File: config.mk
export PLATFORM = sky130hd
export DESIGN_NAME = aes_enc_ctrl
export DESIGN_NICKNAME = d
export VERILOG_FILES = /design/src/rtl/aes_pkg.sv /design/src/rtl/aes_enc_ctrl.sv
export SDC_FILE = /design/constraint.sdc
export NUM_CORES = 1
export LEC_CHECK = 0
export ABC_AREA = 1
export CAP_MARGIN = 15
export CORE_AREA = 2 2 348 350
export DETAILED_ROUTE_END_ITERATION = 7
export DIE_AREA = 0 0 350 352
export DONT_BUFFER_PORTS = 1
export PLACE_DENSITY_LB_ADDON = 0.1
export SYNTH_ARGS = -nofsm -noshare
export SYNTH_HDL_FRONTEND = slang
export SYNTH_SLANG_ARGS = --single-unit
File: constraint.sdc
create_clock -name clk -period 3.8 [get_ports clk]
set_input_delay 0.38 -clock clk [delete_from_list [all_inputs] [get_ports clk]]
set_output_delay 0.38 -clock clk [all_outputs]
set_load 0.02 [all_outputs]
File: src/rtl/aes_pkg.sv
// Shared AES controller definitions: round bounds and the controller FSM state type.
package aes_pkg;

    // Round numbering driven to the single-round datapath runs FIRST_ROUND..FINAL_ROUND.
    localparam logic [3:0] FIRST_ROUND = 4'h1;
    localparam logic [3:0] FINAL_ROUND = 4'ha;

    // Controller states; the encoding is shared so neighbouring blocks can decode it.
    typedef enum logic [1:0] {
        IDLE = 2'd0,
        RUN  = 2'd1,
        DONE = 2'd2
    } aes_state_e;

endpackage

File: src/rtl/aes_enc_ctrl.sv
// AES-128 encryption controller.
// Sequences one block through an external single-round datapath: loads the
// whitened state and cipher key, iterates rounds 1..10 one per clock, then
// holds the ciphertext until the consumer takes it.
module aes_enc_ctrl
    import aes_pkg::*;
(
    input  logic         clk,
    input  logic         rst_n,
    input  logic         in_valid,
    output logic         in_ready,
    input  logic [127:0] plaintext,
    input  logic [127:0] key,
    output logic [127:0] rnd_state,
    output logic [127:0] rnd_key,
    output logic [3:0]   rnd_round,
    input  logic [127:0] rnd_nextstate,
    input  logic [127:0] rnd_nextkey,
    output logic         out_valid,
    input  logic         out_ready,
    output logic [127:0] ciphertext,
    output logic         busy
);

    aes_state_e   state;
    aes_state_e   state_nx;
    logic [127:0] rnd_state_nx;
    logic [127:0] rnd_key_nx;
    logic [3:0]   rnd_round_nx;
    logic [127:0] ciphertext_nx;

    // Handshake and status flags decode straight from the state register, so
    // they take their reset values the moment rst_n falls.
    assign in_ready  = (state == IDLE);
    assign out_valid = (state == DONE);
    assign busy      = (state != IDLE);

    // Next-state and next-register values for every controller register.
    always_comb begin
        // NOTE: every signal gets a hold value before the case so no path
        // leaves one unassigned, which would infer a latch.
        state_nx      = state;
        rnd_state_nx  = rnd_state;
        rnd_key_nx    = rnd_key;
        rnd_round_nx  = rnd_round;
        ciphertext_nx = ciphertext;

        case (state)
            IDLE: begin
                // Inputs are sampled only here; initial AddRoundKey is done locally.
                if (in_valid) begin
                    rnd_state_nx = plaintext ^ key;
                    rnd_key_nx   = key;
                    rnd_round_nx = FIRST_ROUND;
                    state_nx     = RUN;
                end
            end

            RUN: begin
                rnd_state_nx = rnd_nextstate;
                rnd_key_nx   = rnd_nextkey;
                if (rnd_round == FINAL_ROUND) begin
                    // Round counter parks at the final round.
                    ciphertext_nx = rnd_nextstate;
                    state_nx      = DONE;
                end else begin
                    rnd_round_nx = rnd_round + 4'h1;
                end
            end

            DONE: begin
                // No bypass back to accept: IDLE (and in_ready) follows one cycle later.
                if (out_ready) begin
                    state_nx = IDLE;
                end
            end

            default: begin
                state_nx = IDLE;
            end
        endcase
    end

    // All controller registers; async reset clears the whole datapath interface.
    always_ff @(posedge clk or negedge rst_n) begin
        if (!rst_n) begin
            state      <= IDLE;
            rnd_state  <= '0;
            rnd_key    <= '0;
            rnd_round  <= '0;
            ciphertext <= '0;
        end else begin
            // NOTE: non-blocking assignments so every register updates from the
            // values present before the edge, independent of statement order.
            state      <= state_nx;
            rnd_state  <= rnd_state_nx;
            rnd_key    <= rnd_key_nx;
            rnd_round  <= rnd_round_nx;
            ciphertext <= ciphertext_nx;
        end
    end

endmodule

After elaboration in Yosys (flattened, before gate mapping)
Cells that the tools add are included.
{"block": "totals", "inputBits": 516, "out_inout_bits": 391, "ff_bits": 390}
{"block": "classes", "reduce_logical": 7, "bitwise_logic": 1, "n_eq_ne": 7, "mux": 11, "addsub": 1}
{"op": "128-bit one-hot mux with 2 select lines", "n": 2}
{"op": "128-bit two-way mux", "n": 2}
{"op": "128-bit bitwise XOR", "n": 1}
{"op": "4-bit two-way mux", "n": 2}
{"op": "4-bit one-hot mux with 2 select lines", "n": 1}
{"op": "2-bit two-way mux", "n": 3}
{"op": "2-bit != test, second input constant", "n": 3}
{"op": "2-bit one-hot mux with 3 select lines", "n": 1}
{"op": "3-bit AND reduction", "n": 2}
{"op": "4-bit by 1-bit adder with 4-bit output, second input constant", "n": 1}
{"op": "4-bit == test, second input constant", "n": 1}
{"op": "2-bit AND reduction", "n": 2}
{"op": "2-bit nonzero test", "n": 2}
{"op": "2-bit by 1-bit == test with 1-bit output, second input constant", "n": 1}
{"op": "2-bit == test, second input constant", "n": 1}
{"op": "2-bit logical NOT", "n": 1}
{"op": "2-bit by 1-bit != test with 1-bit output, second input constant", "n": 1}

Logic depth before layout (Yosys ltp)
Gate-level depths: netlist of the first run.
{"block": "logic_depth", "word_depth": 3, "mapped_depth": 9}

Worst setup path before layout of the first run
No wires, ideal clock.
{"block": "synth_timing", "kind": "register to register", "from": "register rnd_round[0]", "to": "register ciphertext[118]", "synth_period_minus_slack_ns": 1.527, "path_stages_with_launch": 10, "arrival_ns": 1.450, "setup_time_ns": 0.077, "slack_ns": 2.273, "n_path_buf": 2, "cell_sequence": "dfrtp_1 inv_1 ha_1 nand2_1 nor2_1 nand2_2 buf_2 buf_2 nand2_1 o21ai_1"}
{"block": "synth_between", "elab_chain_len": 2}
{"item": "from (decl)", "line_no": "aes_enc_ctrl.sv:16", "text": "output logic [3:0] rnd_round,"}
{"item": "from (signal assigned)", "line_no": "aes_enc_ctrl.sv:98", "text": "rnd_round <= rnd_round_nx;"}
{"item": "4-bit == test", "line_no": "aes_enc_ctrl.sv:62", "text": "if (rnd_round == FINAL_ROUND) begin"}
{"item": "2-bit AND reduction (no line)"}
{"item": "to (signal assigned)", "line_no": "aes_enc_ctrl.sv:99", "text": "ciphertext <= ciphertext_nx;"}
{"item": "to (decl)", "line_no": "aes_enc_ctrl.sv:21", "text": "output logic [127:0] ciphertext,"}
Every way passes these cells.
A chain may end at the register's enable or synchronous reset.

Final worst setup path of the first run
{"block": "layout_timing", "from": "register state[0]", "to": "register rnd_key[96]"}
{"block": "layout_between", "elab_chain_len": 3}
{"item": "from (decl)", "line_no": "aes_enc_ctrl.sv:25", "text": "aes_state_e state;"}
{"item": "from (signal assigned)", "line_no": "aes_enc_ctrl.sv:95", "text": "state <= state_nx;"}
{"item": "2-bit by 1-bit == test with 1-bit output or 2-bit logical NOT (tied branches)", "line_no": "aes_enc_ctrl.sv:48", "text": "case (state)"}
{"item": "2-bit nonzero test (no line) or 2-bit != test (tied branches)"}
{"item": "2-bit AND reduction (no line)"}
{"item": "to (signal assigned)", "line_no": "aes_enc_ctrl.sv:97", "text": "rnd_key <= rnd_key_nx;"}
{"item": "to (decl)", "line_no": "aes_enc_ctrl.sv:15", "text": "output logic [127:0] rnd_key,"}
Several ways; a longest one is shown, not always the timed one.

==> results of run 1 <==
==> timing repair <==
action / in CTS / in global routing
endpoints found under the setup margin: 0 / 0
setup buffers: 0 / 0
hold endpoints to repair: 756 / 390
==> routing by layer <==
layer  wire (um)  share of wire  track usage  up-vias
met4        2950          0.030       0.0497        0
met1       38600           0.39        0.177     9311
met3        7240          0.073       0.0434      133
li1            -              -            -     9726
met2       50000           0.51        0.282      607
met5           0              0            0        -
==> worst max path at each step <==
stage,start,cells after the start,slack (ns),end
after floorplan,rnd_round[0]$_DFFE_PN0P_,9,2.27,ciphertext[118]$_DFFE_PN0P_
after global placement,state[0]$_DFFE_PN0P_,5,1.45,rnd_state[88]$_DFFE_PN0P_
after detailed placement,state[0]$_DFFE_PN0P_,5,1.42,rnd_state[87]$_DFFE_PN0P_
after CTS,state[0]$_DFFE_PN0P_,8,1.07,rnd_key[96]$_DFFE_PN0P_
after global routing,state[0]$_DFFE_PN0P_,8,0.95,rnd_key[9]$_DFFE_PN0P_
final,state[0]$_DFFE_PN0P_,8,1.11,rnd_key[96]$_DFFE_PN0P_
==> power by group <==
group          leakage [uW]  switching (uW)  internal [uW]  total, uW
sequential          0.00462            5030           6250      11300
combinational       0.00968            4140           3020       7160
clock              0.000839            2090           2910       5000
total                0.0151           11300          12200      23400
==> state kept, by name, indices dropped and copies added, names as in the netlist <==
name and cells:
ciphertext 128, state 2, rnd_key 128, rnd_state 128, rnd_round 4
==> cell type report <==
type                            count  area, um^2  share of cell area
Sequential cell                   390        9760               0.333
Multi-Input combinational cell   1956        7910               0.270
Timing Repair Buffer              637        6450               0.220
Tap cell                         1612        2020              0.0688
Clock buffer                       82        1590              0.0541
Inverter                          394        1490              0.0507
Clock inverter                     13        97.6             0.00333
Antenna cell                        3        7.51            0.000256
==> logic make-up (layout without fill, tap and decap cells) <==
group                    Yosys count  count (layout)  share of synthesized area
AO/OA/AOI/OAI                    164             164                     0.0417
adder cells (fa/ha/maj)            2               2                    0.00126
buffers and inverters            535            1126                      0.111
flip-flops                       390             390                      0.492
other                              0               3                          0
AND/OR/NAND/NOR                 1790            1790                      0.354
==> layout by cell type, fill, tap and decap left out, types with 2 or more instances in the layout <==
cell,count
nand2_1,1552
inv_2,2
nand2_2,2
dlygate4sd3_1,611
clkinv_4,2
clkinv_2,10
nand3_1,228
buf_12,11
buf_4,15
ha_1,2
clkbuf_1,14
o21ai_0,39
dfrtp_1,389
nor2_4,2
diode_2,3
clkbuf_8,15
nor2_1,3
o21ai_1,123
clkbuf_16,53
inv_1,391
==> stage by stage <==
stage	area [um^2]	setup slack, ns	total power [uW]
finish	29300	1.11	23400
global route	29300	0.945	25200
CTS	29300	1.07	24000
detailed placement	21500	1.42	17300
global placement	21500	1.45	17400
floorplan	19900	2.27	14300
==> results.md, run 1 <==
* Run status: finished, violations left
* Violated checks: hold timing
* Fin. max-slew vios at 0
* Seq cells post-synth at between 300 and 400
* Synth Flop Type: dfrtp_1
* Setup repair after global routing missed its margin: no
* Critical Path Fanout Max at 130
* Total gr overflow at 0
* Final cell count without fillers at between 5000 and 6000
* # port buffers at 0
* Initial Util at 0.166
* Area leader, netlist: dfrtp_1
* Arrival @ worst endpoint at about 3.2 ns
* Die Wd at 350 um
* Vias at roughly 20000
* CP bufs+invs at 3
* FMAX at between 300 and 400 MHz
* Most frequent cell after synthesis: nand2_1
* Cell area power density at roughly 800 nW/um^2
* Clock H-tree levels at 2
* Hold crit path type: in2async
* Initial antenna violation count at 6
* Hpwl dp at roughly 69000 um
* Final period util at 0.707
* Slowest stage delay, CP at ~0.67 ns
* Top post-synthesis cells by count: nand2_1 (1554), inv_1 (391), dfrtp_1 (390), nand3_1 (228), o21ai_1 (123)
* Mean Syn Cell Area at about 6.9 um^2
* Leakage power at roughly 0.015 uW
* Clk_lat worst skew at 0.61 ns
* Post-cts sizing count at 0
* Ratio of cells with drive above 1 in the final layout at 0.0340
* Most frequent CP cell: nand2_1
* WHS at -0.515 ns
* Fin crit period at between 2 and 3 ns
* CTS tree: done
* Yosys top cell area share at 0.492
* Clk pin slew, worst setup/hold paths at ~0.06 ns
* Core ar. at around 120000 um^2
* Wire length per cell at roughly 20 um
* Post-route ant nets at 0
* Post-synth EDFFs at 0
* Clk_skew at 0.0126 ns
* Depth of the worst register-to-register path at 8
* FF-to-FF setup slack at between 1 and 1.5 ns
* Layout Nets at around 4000
* Worst-case clock buffer depth at 3
* Die area at about 120000 um^2
* Distinct cells, synth at 18
* Global placement routability congestion at between 0.7 and 0.8
* Worst-margin pin slew at between 1 and 1.5 ns
* Die Y-Extent at 352 um
* DRT Wirelength at approximately 100000 um
* Maximum vdd drop at around 0.00052 V
* R2R Path Start: state[0]$_DFFE_PN0P_
* Reg2Reg Capture Point: rnd_key[96]$_DFFE_PN0P_
* Final count of negative-setup-slack endpoints at 0
* Syn Std Cell Area at approximately 20000 um^2
* Cell Chain, Critical Path: inv_2, nor2_4, buf_12, nand2_1, nand2_1, dlygate4sd3_1, nand2_1, nand2_1
* CP Class: reg2reg
* Post-synthesis sequential area ratio at 0.492
* # rows at roughly 130
* CTS root buffer: clkbuf_16
* Max transition margin at 0.143
* Final Hold Fails at just under 400
* Mapped Cells at 2881
* Setup TNS Final at 0 ns
* Area contributors post-synth: dfrtp_1 (49%), nand2_1 (29%), inv_1 (7.4%)
* Synth-to-layout area growth at 47.7%
* Yosys synthesis warning count at 0
* Worst Setup Start Kind: flop
* Largest net degree at the start of global routing at roughly 390
* First-pass GRT wire length at 144000 um
* Filler Cell Count at 13300
* Syn nets at about 3400
* CTS sink cnt at 390
* # DRC at 0
* DRT iter0 DRCs at approximately 1100
* Final design utilization at 0.246
* CTS Buf Count at 53
* Maxcap violations at 0
* Vias/cell at 3.89
* Slowest cell on crit path: dfrtp_4
* DR pass1 iterations at 5
* # hold bufs at CTS at roughly 610
* I/O Pins at 907
* Setup crit end kind: flop
* CP required at about 4.4 ns
* Async S/R FF share, synth at 1.00
* Vias in the first global route at 20700
* GRT Resource Usage Total at 0.157
* Worst path top cell family by delay: buffers and inverters
* Placed Cells at roughly 4400
No activity file was read; power rests on OpenSTA's default activity.
==> run 2, diff against run 1 <==
clock period = 2.8 ns   (was 3.8 ns; I/O delays follow)
==> results.md, run 2 (same netlist as run 1, synthesis figures left out) <==
* Slowest cell on crit path: dlygate4sd3_1 (was dfrtp_4)
* Hold crit path type: in2async (unchanged)
* Die area at 123000 um^2 (unchanged)
* Psw at 15400 uW (was 11300 uW)
* First-pass GRT wire length at 145000 um (was 144000 um)
* Arrival @ worst endpoint at 3.16 ns (was 3.23 ns)
* Layout Nets at 4046 (was 3950)
* Worst Setup Start Kind: flop (unchanged)
* Vias in the first global route at 21100 (was 20700)
* CTS root buffer: clkbuf_16 (unchanged)
* Vias/cell at 3.91 (was 3.89)
* Core ar. at 119000 um^2 (unchanged)
* CP required at 3.31 ns (was 4.35 ns)
* Post-route setup slack at 0.153 ns (was 1.11 ns)
* Clk_lat worst skew at 0.63 ns (was 0.61 ns)
* Final Hold Fails at 390 (unchanged)
* CTS sink cnt at 390 (unchanged)
* Worst-margin pin slew at 2.73 ns (was 1.28 ns)
* Fin. max-slew vios at 205 (was 0)
* Maxcap violations at 0 (unchanged)
* Global placement routability congestion at 0.830 (was 0.796)
* Synth-to-layout area growth at 53.7% (was 47.7%)
* Pre-CTS setup slack at 0.620 ns (was 1.42 ns)
* Die Y-Extent at 352 um (unchanged)
* DRT Wirelength at 99600 um (was 98800 um)
* DRT iter0 DRCs at 1070 (was 1057)
* Critical Path Fanout Max at 69 (was 130)
* Initial antenna violation count at 7 (was 6)
* Initial Util at 0.166 (unchanged)
* Vias at 20300 (was 19800)
* Total gr overflow at 0 (unchanged)
* Final period util at 0.945 (was 0.707)
* Setup repair after global routing missed its margin: no (unchanged)
* Clk network pwr share at 0.223 (was 0.213)
* # port buffers at 0 (unchanged)
* CTS tree: done (unchanged)
* Largest regs: ciphertext: 128 flops, rnd_key: 128 flops, rnd_state: 128 flops (unchanged)
* CP Class: reg2reg (unchanged)
* DR pass1 iterations at 5 (unchanged)
* CTS Buf Count at 54 (was 53)
* Cell Chain, Critical Path: nand2_8, buf_16, nand3_1, dlygate4sd3_1, nand3_1, dlygate4sd3_1, nand2_1 (was inv_2, nor2_4, buf_12, nand2_1, nand2_1, dlygate4sd3_1, nand2_1, nand2_1)
* Maximum vdd drop at 0.000611 V (was 0.000515 V)
* Cell area power density at 1070 nW/um^2 (was 800 nW/um^2)
* # DRC at 0 (unchanged)
* GRT Resource Usage Total at 0.157 (about the same)
* Clk_skew at 0.0161 ns (was 0.0126 ns)
* Die Wd at 350 um (unchanged)
* Max transition margin at -0.823 (was 0.143)
* # rows at 127 (unchanged)
* P_int at 17300 uW (was 12200 uW)
* Final count of negative-setup-slack endpoints at 0 (unchanged)
* I/O Pins at 907 (unchanged)
* # hold bufs at CTS at 700 (was 611)
* Sequential Power Share at 0.466 (was 0.481)
* Hpwl dp at 70800 um (was 68900 um)
* Wire length per cell at 19.2 um (was 19.4 um)
* Setup crit end kind: flop (unchanged)
* Slowest stage delay, CP at 0.59 ns (was 0.67 ns)
* Most common cell after layout, fill and taps aside: nand2_1 (unchanged)
* Setup TNS Final at 0 ns (unchanged)
* Ratio of cells with drive above 1 in the final layout at 0.0367 (was 0.0340)
* Worst-case clock buffer depth at 3 (unchanged)
* Largest net degree at the start of global routing at 391 (unchanged)
* Violated checks: hold timing, slew limit (was hold timing)
* Filler Cell Count at 13200 (was 13300)
* Fin crit period at 2.65 ns (was 2.69 ns)
* Depth of the worst register-to-register path at 7 (was 8)
* Leakage power at 0.0156 uW (was 0.0151 uW)
* WHS at -0.630 ns (was -0.515 ns)
* Clock H-tree levels at 2 (unchanged)
* Logic pwr share at 0.311 (was 0.305)
* Net Sw Frac at 0.472 (was 0.480)
* Clk pin slew, worst setup/hold paths at 0.06 ns (about the same)
* FMAX at 378 MHz (was 372 MHz)
* Run status: finished, violations left (unchanged)
* Most frequent cells in the layout: nand2_1 (1552), dlygate4sd3_1 (700), inv_1 (391), dfrtp_1 (389), nand3_1 (228) (was nand2_1 (1552), dlygate4sd3_1 (611), inv_1 (391), dfrtp_1 (389), nand3_1 (228))
* Post-route ant nets at 0 (unchanged)
run 2: changes by cell type in the layout (fill, tap and decap cells not counted), sizes merged, moves of 2 or more:
cell	delta
dlygate4sd3	+89
buf	+6
bufinv	+5
clkbuf	-2
clkinvlp	+2
diode	+2
run 2: final cells by class:
| cell class | instances | area, um^2 | share of cell area |
|---|---|---|---|
| multi-input combinational | 1956 | 7920 | 0.260 |
| clock inverter | 20 | 241 | 0.00792 |
| timing repair buffer | 732 | 7440 | 0.244 |
| sequential | 390 | 9760 | 0.320 |
| clock buffer | 80 | 1600 | 0.0525 |
| inverter | 394 | 1510 | 0.0493 |
| tap | 1612 | 2020 | 0.0661 |
| antenna | 5 | 12.5 | 0.000410 |
run 2: repair_timing:
| action | in CTS | in global routing |
|---|---|---|
| buffers inserted | 0 | 0 |
| setup endpoints to repair | 0 | 3 |
| hold endpoints to repair | 775 | 390 |
| gates resized for setup | 0 | 4 |
run 2: power groups by stage:
stage	Sequential, uW	Combinational [uW]	Clock, uW
final	15300	10200	7290
after global routing	15600	11700	7810
after CTS	15400	10400	7600
after detailed placement	15500	8180	0
after global placement	15600	8180	0
after floorplan	13600	5770	0
run 2: worst paths after layout:
path | start | endpoint | slack [ns]
min in group clk | key[6] | rnd_key[6]$_DFFE_PN0P_ | 0.05
setup / recovery | state[0]$_DFFE_PN0P_ | rnd_state[62]$_DFFE_PN0P_ | 0.15
hold reg to reg | rnd_key[32]$_DFFE_PN0P_ | rnd_key[32]$_DFFE_PN0P_ | 0.63
max in group asynchronous | rst_n | rnd_key[69]$_DFFE_PN0P_ | 1.29
setup reg to reg | state[0]$_DFFE_PN0P_ | rnd_state[62]$_DFFE_PN0P_ | 0.15
hold / removal | rst_n | ciphertext[107]$_DFFE_PN0P_ | -0.63
run 2: per-layer routing:
metal,global-route usage,wire length (um),vias up
li1,-,-,9946
met1,0.176,38600,9619
met2,0.285,50900,601
met3,0.0459,7360,115
met4,0.0465,2790,2
met5,0,15,-
run 2: metrics by stage:
step | std cells | hold slack (ns) | cell area [um^2] | power (uW) | utilization
2_1_floorplan | 2881 | -0.0156 | 19900 | 19400 | -
4_1_cts | 5184 | -0.698 | 30500 | 33400 | 0.255
3_5_place_dp | 4384 | -0.00221 | 21600 | 23600 | 0.181
3_3_place_gp | 4384 | -0.00457 | 21600 | 23800 | 0.181
6_report | 5189 | -0.630 | 30500 | 32700 | 0.256
5_1_grt | 5187 | -0.690 | 30500 | 35100 | 0.256
run 2: critical path: cells and delay by family (launching register included):
| family | cells | cell delay, ns |
|---|---|---|
| DFF | 1 | 0.58 |
| and+or+nand+nor | 4 | 0.43 |
| buffers and inverters | 3 | 1.42 |
==> run 3, diff against run 2 <==
HOLD_SLACK_MARGIN = 0.03   (was not set)
==> results.md, run 3 (same netlist as run 1, synthesis figures left out) <==
* Post-route ant nets at 0 (unchanged)
* Psw at 15400 uW (about the same)
* Clk pin slew, worst setup/hold paths at 0.06 ns (about the same)
* Ratio of cells with drive above 1 in the final layout at 0.0366 (was 0.0367)
* CP required at 3.31 ns (about the same)
* Cell Chain, Critical Path: nand2_8, buf_16, nand3_1, dlygate4sd3_1, nand3_1, dlygate4sd3_1, nand2_1 (unchanged)
* Die area at 123000 um^2 (unchanged)
* Clk network pwr share at 0.223 (about the same)
* # DRC at 0 (unchanged)
* Hold crit path type: in2async (unchanged)
* Cell area power density at 1070 nW/um^2 (about the same)
* Depth of the worst register-to-register path at 7 (unchanged)
* Setup repair after global routing missed its margin: no (unchanged)
* Final period util at 0.946 (was 0.945)
* CTS Buf Count at 54 (unchanged)
* Most common cell after layout, fill and taps aside: nand2_1 (unchanged)
* Leakage power at 0.0156 uW (about the same)
* Layout Nets at 4055 (was 4046)
* Worst-margin pin slew at 2.54 ns (was 2.73 ns)
* Fin crit period at 2.65 ns (about the same)
* CP Class: reg2reg (unchanged)
* Synth-to-layout area growth at 54.1% (was 53.7%)
* Vias/cell at 3.92 (was 3.91)
* CTS sink cnt at 390 (unchanged)
* Maximum vdd drop at 0.000612 V (was 0.000611 V)
* Sequential Power Share at 0.466 (about the same)
* Hpwl dp at 70800 um (unchanged)
* Setup crit end kind: flop (unchanged)
* Vias at 20400 (was 20300)
* Arrival @ worst endpoint at 3.16 ns (about the same)
* Maxcap violations at 0 (unchanged)
* WHS at -0.625 ns (was -0.630 ns)
* Final Hold Fails at 390 (unchanged)
* I/O Pins at 907 (unchanged)
* DRT iter0 DRCs at 1049 (was 1070)
* GRT Resource Usage Total at 0.157 (about the same)
* Global placement routability congestion at 0.830 (unchanged)
* Die Y-Extent at 352 um (unchanged)
* Most frequent cells in the layout: nand2_1 (1552), dlygate4sd3_1 (709), inv_1 (391), dfrtp_1 (389), nand3_1 (228) (was nand2_1 (1552), dlygate4sd3_1 (700), inv_1 (391), dfrtp_1 (389), nand3_1 (228))
* CTS tree: done (unchanged)
* Slowest stage delay, CP at 0.59 ns (about the same)
* Max transition margin at -0.696 (was -0.823)
* Worst Setup Start Kind: flop (unchanged)
* Logic pwr share at 0.312 (was 0.311)
* Violated checks: hold timing, slew limit (unchanged)
* Slowest cell on crit path: dlygate4sd3_1 (unchanged)
* Largest net degree at the start of global routing at 391 (unchanged)
* Initial antenna violation count at 7 (unchanged)
* Fin. max-slew vios at 173 (was 205)
* Clk_lat worst skew at 0.64 ns (was 0.63 ns)
* Vias in the first global route at 21200 (was 21100)
* CTS root buffer: clkbuf_16 (unchanged)
* Worst-case clock buffer depth at 3 (unchanged)
* # port buffers at 0 (unchanged)
* Wire length per cell at 19.2 um (about the same)
* FMAX at 378 MHz (about the same)
* DR pass1 iterations at 8 (was 5)
* Clk_skew at 0.0185 ns (was 0.0161 ns)
* Clock H-tree levels at 2 (unchanged)
* Critical Path Fanout Max at 69 (unchanged)
* Largest regs: ciphertext: 128 flops, rnd_key: 128 flops, rnd_state: 128 flops (unchanged)
* Final count of negative-setup-slack endpoints at 0 (unchanged)
* # rows at 127 (unchanged)
* Total gr overflow at 0 (unchanged)
* P_int at 17300 uW (about the same)
* Initial Util at 0.166 (unchanged)
* Net Sw Frac at 0.471 (was 0.472)
* Die Wd at 350 um (unchanged)
* # hold bufs at CTS at 709 (was 700)
* First-pass GRT wire length at 145000 um (about the same)
* Core ar. at 119000 um^2 (unchanged)
* Run status: finished, violations left (unchanged)
* Setup TNS Final at 0 ns (unchanged)
* DRT Wirelength at 99800 um (was 99600 um)
## run 3: cell count changes in the layout (fill, tap and decap cells not counted)
| cell | delta |
|---|---|
| dlygate4sd3_1 | +9 |
## run 3: what timing repair did
item | 4_1_cts | 5_1_grt
setup endpoints to repair | 0 | 3
endpoints found under the hold margin | 775 | 390
setup buffers | 0 | 0
resized for setup | 0 | 4
## run 3: worst paths after layout
check	startpoint	end	slack (ns)
min	rst_n	ciphertext[107]$_DFFE_PN0P_	-0.62
max reg2reg	state[0]$_DFFE_PN0P_	rnd_state[62]$_DFFE_PN0P_	0.15
min reg2reg	rnd_key[38]$_DFFE_PN0P_	rnd_key[38]$_DFFE_PN0P_	0.63
max in group asynchronous	rst_n	rnd_key[69]$_DFFE_PN0P_	1.44
min in group clk	plaintext[96]	rnd_state[96]$_DFFE_PN0P_	0.09
max	state[0]$_DFFE_PN0P_	rnd_state[62]$_DFFE_PN0P_	0.15
## run 3: metal layers
metal  routed length (um)  track usage  part of all wire  up-vias
met3                 7520       0.0458             0.075      117
met2                50900        0.286              0.51      631
met5                   15            0           0.00015        -
met4                 2700       0.0451             0.027        2
li1                     -            -                 -     9961
met1                38600        0.176              0.39     9683
## run 3: per-stage QoR
step / utilization / setup WS (ns) / power, uW / area [um^2] / instances
3_5_place_dp: 0.181 / 0.620 / 23600 / 21600 / 4384
4_1_cts: 0.256 / 0.0577 / 33500 / 30500 / 5193
3_3_place_gp: 0.181 / 0.658 / 23800 / 21600 / 4384
6_report: 0.256 / 0.151 / 32800 / 30600 / 5198
5_1_grt: 0.256 / 0.0436 / 35100 / 30600 / 5196
2_1_floorplan: - / 1.27 / 19400 / 19900 / 2881
## run 3: layout make-up
cell class / count / area, um^2
fill: 13200 / 88700
timing repair buffer: 741 / 7530
tap: 1612 / 2020
clock buffer: 80 / 1600
sequential: 390 / 9760
inverter: 394 / 1510
antenna: 5 / 12.5
clock inverter: 20 / 241
multi-input combinational: 1956 / 7920
## run 3: power groups by stage
stage,combinational [uW],sequential (uW),clock (uW)
floorplan,5770,13600,0
global placement,8180,15600,0
detailed placement,8180,15500,0
CTS,10400,15400,7600
global route,11700,15600,7810
finish,10200,15300,7290
## run 3: critical path, delay by kind of cell, from the launching register on
family,cells,cell delay (ns)
buffers and inverters,3,1.42
flip-flops,1,0.58
AND/OR/NAND/NOR,4,0.44
